$ cat config.mk
export PLATFORM = sky130hd
export DESIGN_NAME = ahb_sync_mc
export DESIGN_NICKNAME = d
export VERILOG_FILES = /design/src/rtl/ahb_sync_mc.sv
export SDC_FILE = /design/constraint.sdc
export NUM_CORES = 1
export LEC_CHECK = 0
export ABC_AREA = 1
export CELL_PAD_IN_SITES_DETAIL_PLACEMENT = 2
export CELL_PAD_IN_SITES_GLOBAL_PLACEMENT = 2
export CORE_UTILIZATION = 32
export DETAILED_ROUTE_END_ITERATION = 10
export GPL_ROUTABILITY_DRIVEN = 0
export GPL_TIMING_DRIVEN = 0
export PLACE_DENSITY = 0.84
export SLEW_MARGIN = 30
export SYNTH_ARGS = -nofsm -noshare
export SYNTH_HDL_FRONTEND = slang
export SYNTH_SLANG_ARGS = --single-unit
$ cat constraint.sdc
create_clock -name HCLK -period 4.58 [get_ports HCLK]
set_clock_uncertainty 0.1 [all_clocks]
set_input_delay 0.687 -clock HCLK [delete_from_list [all_inputs] [get_ports HCLK]]
set_output_delay 0.687 -clock HCLK [all_outputs]
set_load 0.01 [all_outputs]
$ cat src/rtl/ahb_sync_mc.sv
// ahb_sync_mc: per-channel req/ack synchronisers with holding slots,
// drained round-robin onto one valid/take register port in HCLK.
module ahb_sync_mc #(
    parameter int NUM_CH      = 4,
    parameter int ADDR_WIDTH  = 6,
    parameter int DLEN_WIDTH  = 2,
    parameter int SYNC_STAGES = 2,
    localparam int CH_W = (NUM_CH > 1) ? $clog2(NUM_CH) : 1
) (
    input  logic                         HCLK,
    input  logic                         HRESETn,
    input  logic [NUM_CH-1:0]            req,
    input  logic [NUM_CH*ADDR_WIDTH-1:0] DADR,
    input  logic [NUM_CH*ADDR_WIDTH-1:0] CADR,
    input  logic [NUM_CH*DLEN_WIDTH-1:0] DLEN,
    output logic [NUM_CH-1:0]            ack,
    output logic                         REGs_ready,
    input  logic                         regs_take,
    output logic [ADDR_WIDTH-1:0]        DADR_O,
    output logic [ADDR_WIDTH-1:0]        CADR_O,
    output logic [DLEN_WIDTH-1:0]        DLEN_O,
    output logic [CH_W-1:0]              CH_O
);

    typedef enum logic {
        S_IDLE = 1'b0,
        S_ACKD = 1'b1
    } ch_state_e;

    logic [SYNC_STAGES-1:0] sync_q [NUM_CH];
    logic [SYNC_STAGES-1:0] sync_d [NUM_CH];
    logic [NUM_CH-1:0]      sreq;

    ch_state_e state_q [NUM_CH];
    ch_state_e state_d [NUM_CH];

    logic [NUM_CH-1:0] cap;
    logic [NUM_CH-1:0] clr;
    logic [NUM_CH-1:0] pend_q;
    logic [NUM_CH-1:0] pend_d;

    logic [ADDR_WIDTH-1:0] slot_dadr_q [NUM_CH];
    logic [ADDR_WIDTH-1:0] slot_dadr_d [NUM_CH];
    logic [ADDR_WIDTH-1:0] slot_cadr_q [NUM_CH];
    logic [ADDR_WIDTH-1:0] slot_cadr_d [NUM_CH];
    logic [DLEN_WIDTH-1:0] slot_dlen_q [NUM_CH];
    logic [DLEN_WIDTH-1:0] slot_dlen_d [NUM_CH];

    logic                  ready_q;
    logic                  ready_d;
    logic [ADDR_WIDTH-1:0] dadr_o_q;
    logic [ADDR_WIDTH-1:0] dadr_o_d;
    logic [ADDR_WIDTH-1:0] cadr_o_q;
    logic [ADDR_WIDTH-1:0] cadr_o_d;
    logic [DLEN_WIDTH-1:0] dlen_o_q;
    logic [DLEN_WIDTH-1:0] dlen_o_d;
    logic [CH_W-1:0]       ch_o_q;
    logic [CH_W-1:0]       ch_o_d;
    logic [CH_W-1:0]       rr_q;
    logic [CH_W-1:0]       rr_d;

    logic            gnt_found;
    logic [CH_W-1:0] gnt_idx;
    logic            load;

    // Shift each foreign req into its synchroniser chain
    always_comb begin
        for (int i = 0; i < NUM_CH; i++) begin
            sync_d[i] = {sync_q[i][SYNC_STAGES-2:0], req[i]};
        end
    end

    // Only the last synchroniser stage is trusted
    always_comb begin
        sreq = '0;
        for (int i = 0; i < NUM_CH; i++) begin
            sreq[i] = sync_q[i][SYNC_STAGES-1];
        end
    end

    // Per-channel handshake FSM; capture only into a free slot
    always_comb begin
        cap = '0;
        for (int i = 0; i < NUM_CH; i++) begin
            state_d[i] = state_q[i];
            unique case (state_q[i])
                S_IDLE: begin
                    if (sreq[i] && !pend_q[i]) begin
                        state_d[i] = S_ACKD;
                        cap[i]     = 1'b1;
                    end
                end
                S_ACKD: begin
                    if (!sreq[i]) begin
                        state_d[i] = S_IDLE;
                    end
                end
            endcase
        end
    end

    // The acknowledge level is the registered FSM state itself
    always_comb begin
        ack = '0;
        for (int i = 0; i < NUM_CH; i++) begin
            ack[i] = (state_q[i] == S_ACKD);
        end
    end

    // Holding slots sample the channel fields on the capture edge
    always_comb begin
        for (int i = 0; i < NUM_CH; i++) begin
            slot_dadr_d[i] = slot_dadr_q[i];
            slot_cadr_d[i] = slot_cadr_q[i];
            slot_dlen_d[i] = slot_dlen_q[i];
            if (cap[i]) begin
                slot_dadr_d[i] = DADR[i*ADDR_WIDTH +: ADDR_WIDTH];
                slot_cadr_d[i] = CADR[i*ADDR_WIDTH +: ADDR_WIDTH];
                slot_dlen_d[i] = DLEN[i*DLEN_WIDTH +: DLEN_WIDTH];
            end
        end
    end

    // Round-robin search: first pending slot at or after rr_q
    always_comb begin
        int j;
        logic [CH_W-1:0] idx;
        j         = 0;
        idx       = '0;
        gnt_found = 1'b0;
        gnt_idx   = '0;
        for (int k = 0; k < NUM_CH; k++) begin
            j = int'(rr_q) + k;
            if (j >= NUM_CH) begin
                j = j - NUM_CH;
            end
            idx = CH_W'(j);
            if (!gnt_found && pend_q[idx]) begin
                gnt_found = 1'b1;
                gnt_idx   = idx;
            end
        end
    end

    // Output register load, drain and pointer advance
    always_comb begin
        load     = (!ready_q || regs_take) && gnt_found;
        clr      = '0;
        ready_d  = ready_q;
        dadr_o_d = dadr_o_q;
        cadr_o_d = cadr_o_q;
        dlen_o_d = dlen_o_q;
        ch_o_d   = ch_o_q;
        rr_d     = rr_q;
        if (load) begin
            clr[gnt_idx] = 1'b1;
            ready_d      = 1'b1;
            dadr_o_d     = slot_dadr_q[gnt_idx];
            cadr_o_d     = slot_cadr_q[gnt_idx];
            dlen_o_d     = slot_dlen_q[gnt_idx];
            ch_o_d       = gnt_idx;
            if (int'(gnt_idx) == NUM_CH - 1) begin
                rr_d = '0;
            end else begin
                rr_d = gnt_idx + 1'b1;
            end
        end else if (regs_take) begin
            ready_d = 1'b0;
        end
    end

    // Grant and capture never hit the same slot in one cycle
    always_comb begin
        pend_d = (pend_q & ~clr) | cap;
    end

    // Synchroniser, FSM and holding-slot state
    always_ff @(posedge HCLK or negedge HRESETn) begin
        if (!HRESETn) begin
            for (int i = 0; i < NUM_CH; i++) begin
                sync_q[i]      <= '0;
                state_q[i]     <= S_IDLE;
                slot_dadr_q[i] <= '0;
                slot_cadr_q[i] <= '0;
                slot_dlen_q[i] <= '0;
            end
            pend_q <= '0;
        end else begin
            for (int i = 0; i < NUM_CH; i++) begin
                sync_q[i]      <= sync_d[i];
                state_q[i]     <= state_d[i];
                slot_dadr_q[i] <= slot_dadr_d[i];
                slot_cadr_q[i] <= slot_cadr_d[i];
                slot_dlen_q[i] <= slot_dlen_d[i];
            end
            pend_q <= pend_d;
        end
    end

    // Output port registers and arbitration pointer
    always_ff @(posedge HCLK or negedge HRESETn) begin
        if (!HRESETn) begin
            ready_q  <= 1'b0;
            dadr_o_q <= '0;
            cadr_o_q <= '0;
            dlen_o_q <= '0;
            ch_o_q   <= '0;
            rr_q     <= '0;
        end else begin
            ready_q  <= ready_d;
            dadr_o_q <= dadr_o_d;
            cadr_o_q <= cadr_o_d;
            dlen_o_q <= dlen_o_d;
            ch_o_q   <= ch_o_d;
            rr_q     <= rr_d;
        end
    end

    assign REGs_ready = ready_q;
    assign DADR_O     = dadr_o_q;
    assign CADR_O     = cadr_o_q;
    assign DLEN_O     = dlen_o_q;
    assign CH_O       = ch_o_q;

endmodule

==> results.md, run 1 <==
- Placed cell areas: 0.00521 mm^2
- Syn Nets: 568
- Clk network pwr share: 16.7%
- Die height: 116 um
- Power per Cell Area: 866 mW/mm^2
- Critical path class: register to register
- Combinational share of power: 55.1%
- Syn Std Cell Area: 0.00414 mm^2
- Crit path cell chain: buf_4 > nand2_2 > nand3_1 > nand2_1 > inv_1 > nand3b_1 > inv_1 > nor2_2 > nor2_1 > nand3_1 > nand3_1
- Fraction of layout cells with a size suffix above 1: 8.79%
- WP depth: 11
- Std cell rows: 41
- Crit-path max FO: 10
- Die Width: 116 um
- Lkg Pwr: 2.74 nW
- CTS sink cnt: 91
- Outcome: complete, no violations
- PnR worst setup slack: 2.28 ns
- Reg power frac: 28.2%
- Register-to-Register Path Depth: 11
- Final hold vios: 0
- Least-Margin Pin Slew: 0.573 ns
- Seq/Total Area, Yosys: 55.0%
- Initial antenna violation count: 0
- Yosys cell types: 25
- Boundary Pins: 84
- Post-route minimum period: 2.30 ns
- CP max stage cell: nor2_2
- Fin crit share: 50.3%
- Overflow left after global routing: 0
- First-pass GRT wire length: 21,700 um
- Yosys Warn Count: 0
- Gate Count Post-Synth: 503
- Worst rel slew slack: 61.7%
- Design area: 0.00554 mm^2
- CTS Buffer Depth: 2
- Syn Area/Cell: 8.23 um^2
- Worst-Skew Late Latency: 0.35 ns
- HP Class: input pin to asynchronous set/reset pin
- Detailed placement HPWL: 9830 um
- Setup tns final: 0 ns
- CP most frequent cell: nand3_1
- CP startpoint kind: register
- Max-cap violations: 0
- Achievable frequency: 434 MHz
- GRT Util Overall: 22.1%
- Kind of end point of the critical path: register
- Setup repair bufs after CTS: 0
- Critical path's largest stage delay: 0.42 ns
- DRC: 0
- TritonRoute pass-1 iters: 4
- Core area: 0.0126 mm^2
- Starting Density: 32.8%
- Worst slack, placed: 2.27 ns
- WP data required: 4.70 ns
- Placed cell count: 759
- Slew Limit Fails: 0
- RSZ-0062 raised after global routing: no
- Final setup fails: 0
- Remaining antenna violation count: 0
- Switching share of power: 45.9%
- Yosys reg bits: 91
- Die ar.: 0.0134 mm^2
- WL/cell: 17.2 um
- DR vias/cell: 4.78
- CP top delay family: simple AND/OR/NAND/NOR gates
- Total Routed Length: 13,400 um
- Iter 0 DRT Violations: 126
- Worst path bufs/invs: 3
- Hold buffers post-CTS: 0
- Final Non-Filler Cells: 775
- Final #Nets: 663
- WHS: 0.145 ns
- Largest net degree at the start of global routing: 53
- Ant diodes: 0
- Psw: 2.20 mW
- CTS Buf Count: 9
- Vias in the first global route: 4,253
- Post-cts sizing count: 0
- P&R area growth vs syn: 33.8%
- CTS root buf: clkbuf_16
- Critical path arrival: 2.43 ns
- Vias: 3,706
- Htree depth: 3
- TritonCTS clock tree: done
- Clock-pin slew on the worst setup and hold paths: 0.07 ns
- Int Power: 2.59 mW
- Port Buffer Count: 83
- Worst vdd ir: 0.360 mV
final cells by class:
class | count | area, um^2
inverter | 65 | 244
tap | 172 | 215
clock inverter | 3 | 43.8
buffer | 20 | 100
clock buffer | 13 | 280
fill | 1465 | 7080
sequential | 91 | 2280
timing repair buffer | 84 | 860
multi-input combinational | 327 | 1520
flip-flops by register name (all words and copies together) (netlist names), 4 cells and up:
signal,cells
DADR_O,6
slot_cadr_q,24
CADR_O,6
slot_dadr_q,24
sreq,4
ack,4
sync_d,4
slot_dlen_q,8
pend_q,4
kinds of logic (layout without fill, tap and decap cells):
family / Yosys count / in the layout / synth area share (%)
fa+ha+maj: 2 / 2 / 0.604
compound gates: 61 / 61 / 7.56
flops: 91 / 91 / 55.0
mux: 3 / 3 / 0.816
buf+inv: 85 / 185 / 8.31
simple gates: 261 / 261 / 27.7
power by group through the flow:
stage / clock (mW) / sequential [mW] / combinational, mW
2_1_floorplan: 0 / 1.36 / 1.67
3_3_place_gp: 0 / 1.34 / 2.51
3_5_place_dp: 0 / 1.36 / 2.67
4_1_cts: 0.819 / 1.36 / 2.71
5_1_grt: 0.849 / 1.39 / 2.98
6_report: 0.800 / 1.35 / 2.65
final timing paths:
check / from / slack, ns / endpoint
worst min register to register: sync_d[1] / 0.26 / sreq[3]
worst max register to register: rr_q[0] / 2.28 / DADR_O[0]
worst min-delay path: HRESETn / 0.15 / slot_dadr_q[20]
worst max-delay path: rr_q[0] / 2.28 / DADR_O[0]
max in group asynchronous: HRESETn / 3.62 / ack[3]
min in group HCLK: sync_d[1] / 0.26 / sreq[3]
cell usage in the layout (no fill, tap or decap), types with 3 or more instances in the layout:
master and count:
nor2_2 3, dfrtp_1 91, nor2_1 57, nand2_1 124
o21ai_1 3, nand3_1 54, buf_4 3, nand3_2 3
mux2_2 3, buf_2 5, a21oi_1 53, nand2_2 9
inv_2 4, clkbuf_1 11, nand3b_1 6, clkbuf_16 9
inv_1 61, clkdlybuf4s50_1 82, clkbuf_8 4
layer usage:
layer	global-route usage, %	up-vias	wire, um	part of all wire [%]
li1	-	1754	-	-
met4	5.21	0	166	1.2
met3	4.76	10	495	3.7
met1	26.5	1867	5610	42
met2	40.5	75	7080	53
met5	0	-	0	0
worst reg2reg max path, delay by kind of cell (launching register included):
kind	cells	cell delay, ns
buffers and inverters	3	0.35
flip-flops	1	0.39
AND/OR/NAND/NOR	8	1.34
metrics by stage:
stage / utilization, % / power, mW
global placement: 41.1 / 3.85
CTS: 43.9 / 4.89
floorplan: - / 3.02
detailed placement: 41.3 / 4.03
finish: 43.9 / 4.80
global route: 43.9 / 5.22
cell usage after synthesis:
| cell type | instances | area share [%] |
|---|---|---|
| nor2_2 | 3 | 0.45 |
| or2_1 | 2 | 0.30 |
| buf_2 | 5 | 0.60 |
| nand2_2 | 9 | 1.4 |
| clkbuf_1 | 11 | 1.0 |
| nand2_1 | 124 | 11 |
| a21oi_2 | 1 | 0.21 |
| nand3b_1 | 6 | 1.1 |
| o211ai_1 | 1 | 0.18 |
| nor2_1 | 57 | 5.2 |
| inv_1 | 61 | 5.5 |
| a21oi_1 | 53 | 6.4 |
| nand2_4 | 2 | 0.54 |
| o21ai_0 | 2 | 0.24 |
| buf_6 | 1 | 0.27 |
| ha_1 | 2 | 0.60 |
| nand3_2 | 3 | 0.73 |
| inv_2 | 4 | 0.36 |
| buf_4 | 3 | 0.54 |
| dfrtp_1 | 91 | 55 |
| mux2_2 | 3 | 0.82 |
| a31oi_1 | 1 | 0.15 |
| nand3_1 | 54 | 6.5 |
| nor2_4 | 1 | 0.27 |
| o21ai_1 | 3 | 0.36 |
Note: power is estimated with default switching activity, not from simulation.
==> inputs of run 2 (changes only) <==
Settings changed: CORE_UTILIZATION 32 to 27, PLACE_DENSITY 0.84 to 0.76.
Clock period 4.58 ns to 1.9 ns, I/O delays scaled along.
==> run 2 against run 1 <==
Compared with the run above: global-route usage decreased by 2.9 points; the flow now finishes with violations (negative setup slack); cell area increased by 8.4%; combinational power increased to 3.2 times the previous value; first-iteration DRC count increased by 18%; critical path type unchanged; worst hold slack improved by 0.10 ns; critical endpoint is now DADR_O[5]; flip-flop and latch count unchanged; register-to-register slack got worse by 2.5 ns; clock power increased by 130%; largest power group unchanged; utilization decreased by 3.2 points; maximum frequency increased by 6.7%; highest routed layer unchanged; via count increased by 4.2%.
==> results.md, run 2 (same netlist as run 1, synthesis figures left out) <==
- Critical path class: register to register
- Worst path bufs/invs: 2
- WL/cell: 18.0 um
- Boundary Pins: 84
- Kind of end point of the critical path: register
- HP Class: register to register
- CTS Buf Count: 9
- Achievable frequency: 463 MHz
- RSZ-0062 raised after global routing: yes
- Post-route minimum period: 2.16 ns
- Vias in the first global route: 4,415
- Register-to-Register Path Depth: 14
- Die Width: 126 um
- WHS: 0.248 ns
- Fillers: 1,619
- Worst r2r src: rr_q[0]
- Total Routed Length: 14,500 um
- PnR worst setup slack: -0.258 ns
- Detailed placement HPWL: 9820 um
- Vias: 3,861
- CP startpoint kind: register
- Core area: 0.0148 mm^2
- Worst-Skew Late Latency: 0.35 ns
- Commonest non-fill, non-tap cells in the layout: nand2_1, dfrtp_1, clkdlybuf4s50_1
- Lkg Pwr: 2.93 nW
- Final Non-Filler Cells: 807
- DR vias/cell: 4.78
- Largest net degree at the start of global routing: 63
- R2R Setup Slk: -0.26 ns
- Least-Margin Pin Slew: 0.614 ns
- Crit path cell chain: buf_6 > nand2_2 > nand3_2 > nand2_4 > nor2_1 > nor2_2 > nand2_4 > nand2_8 > buf_8 > nand2_1 > nand3_2 > nand2_1 > nand2_1 > nand2_1
- Design area: 0.00600 mm^2
- Ant diodes: 0
- Max-cap violations: 0
- Clock-pin slew on the worst setup and hold paths: 0.06 ns
- Worst hold start: sync_d[7]
- Critical path arrival: 2.30 ns
- Placed cell count: 771
- Final hold vios: 0
- Hold path cells: 0
- Final setup fails: 21
- Outcome: finished with violations
- Crit-path max FO: 9
- CP max stage cell: dfrtp_2
- DRC: 0
- Area occupied by multi-input gates: 0.00168 mm^2
- CP top delay family: simple AND/OR/NAND/NOR gates
- Die height: 126 um
- Fin crit share: 114%
- Die ar.: 0.0158 mm^2
- Slew Limit Fails: 0
- CTS Buffer Depth: 2
- Critical path's largest stage delay: 0.45 ns
- Worst slack, placed: -0.421 ns
- Worst rel slew slack: 59.1%
- P&R area growth vs syn: 45.0%
- Worst vdd ir: 0.846 mV
- GRT Util Overall: 19.2%
- First-pass GRT wire length: 23,100 um
- Remaining antenna violation count: 0
- Port Buffer Count: 83
- Fraction of layout cells with a size suffix above 1: 17.0%
- CTS root buf: clkbuf_16
- WHS Endpoint: sreq[0]
- Commonest non-fill, non-tap cell in the layout: nand2_1
- CP most frequent cell: nand2_1
- Iter 0 DRT Violations: 149
- Starting Density: 28.1%
- Final #Nets: 685
- Regs by FF count: slot_cadr_q x24, slot_dadr_q x24, slot_dlen_q x8
- TritonCTS clock tree: done
- WP data required: 2.04 ns
- Htree depth: 3
- Placed cell areas: 0.00524 mm^2
- Overflow left after global routing: 0
- Std cell rows: 44
- Power per Cell Area: 2280 mW/mm^2
- CTS sink cnt: 91
- TritonRoute pass-1 iters: 4
- Reg-to-Reg End: DADR_O[5]
- Failing checks: negative setup slack
- Initial antenna violation count: 0
- FF+latch area: 0.00228 mm^2
-- run 2: layout make-up --
class	count	area share (%)
timing repair buffer	106	18.1
multi-input combinational	327	28.0
inverter	65	4.40
clock buffer	11	3.88
buffer	20	2.67
clock inverter	3	1.08
tap	184	3.84
sequential	91	38.0
-- run 2: routing by layer --
layer  global-route usage [%]  part of all wire (%)
met5                        0                     0
met2                     33.9                    51
met3                     3.02                   2.5
met4                     7.65                   2.5
met1                     23.4                    43
-- run 2: through the flow --
step	setup TNS, ns	total power [mW]	util, %
after global placement	-282.85	9.39	35.3
after CTS	-2.19	13.2	39.8
after detailed placement	-6.56	9.71	35.5
after global routing	-6.15	14.7	40.7
final	-3.90	13.7	40.7
after floorplan	0	7.32	-
-- run 2: worst max-delay path by stage --
stage / from / to / slack, ns / cells after the start
2_1_floorplan: rr_q[0] / rr_q[1] / 0.03 / 11
3_3_place_gp: HRESETn / sreq[2] / -3.06 / 1
3_5_place_dp: rr_q[0] / DADR_O[0] / -0.42 / 11
4_1_cts: rr_q[0] / CADR_O[2] / -0.16 / 14
5_1_grt: rr_q[1] / DADR_O[4] / -0.38 / 13
6_report: rr_q[0] / DADR_O[5] / -0.26 / 14
-- run 2: power by group --
part	switching (mW)	internal, mW
logic	4.98	3.53
clock network	0.746	1.14
registers	0.430	2.87
-- run 2: timing repair --
item	in CTS	in global routing
endpoints found under the setup margin	31	33
hold buffers	1	0
pin swaps	7	9
buffers inserted	17	3
resized for setup	46	34
hold endpoints to repair	29	0
cloned	1	0
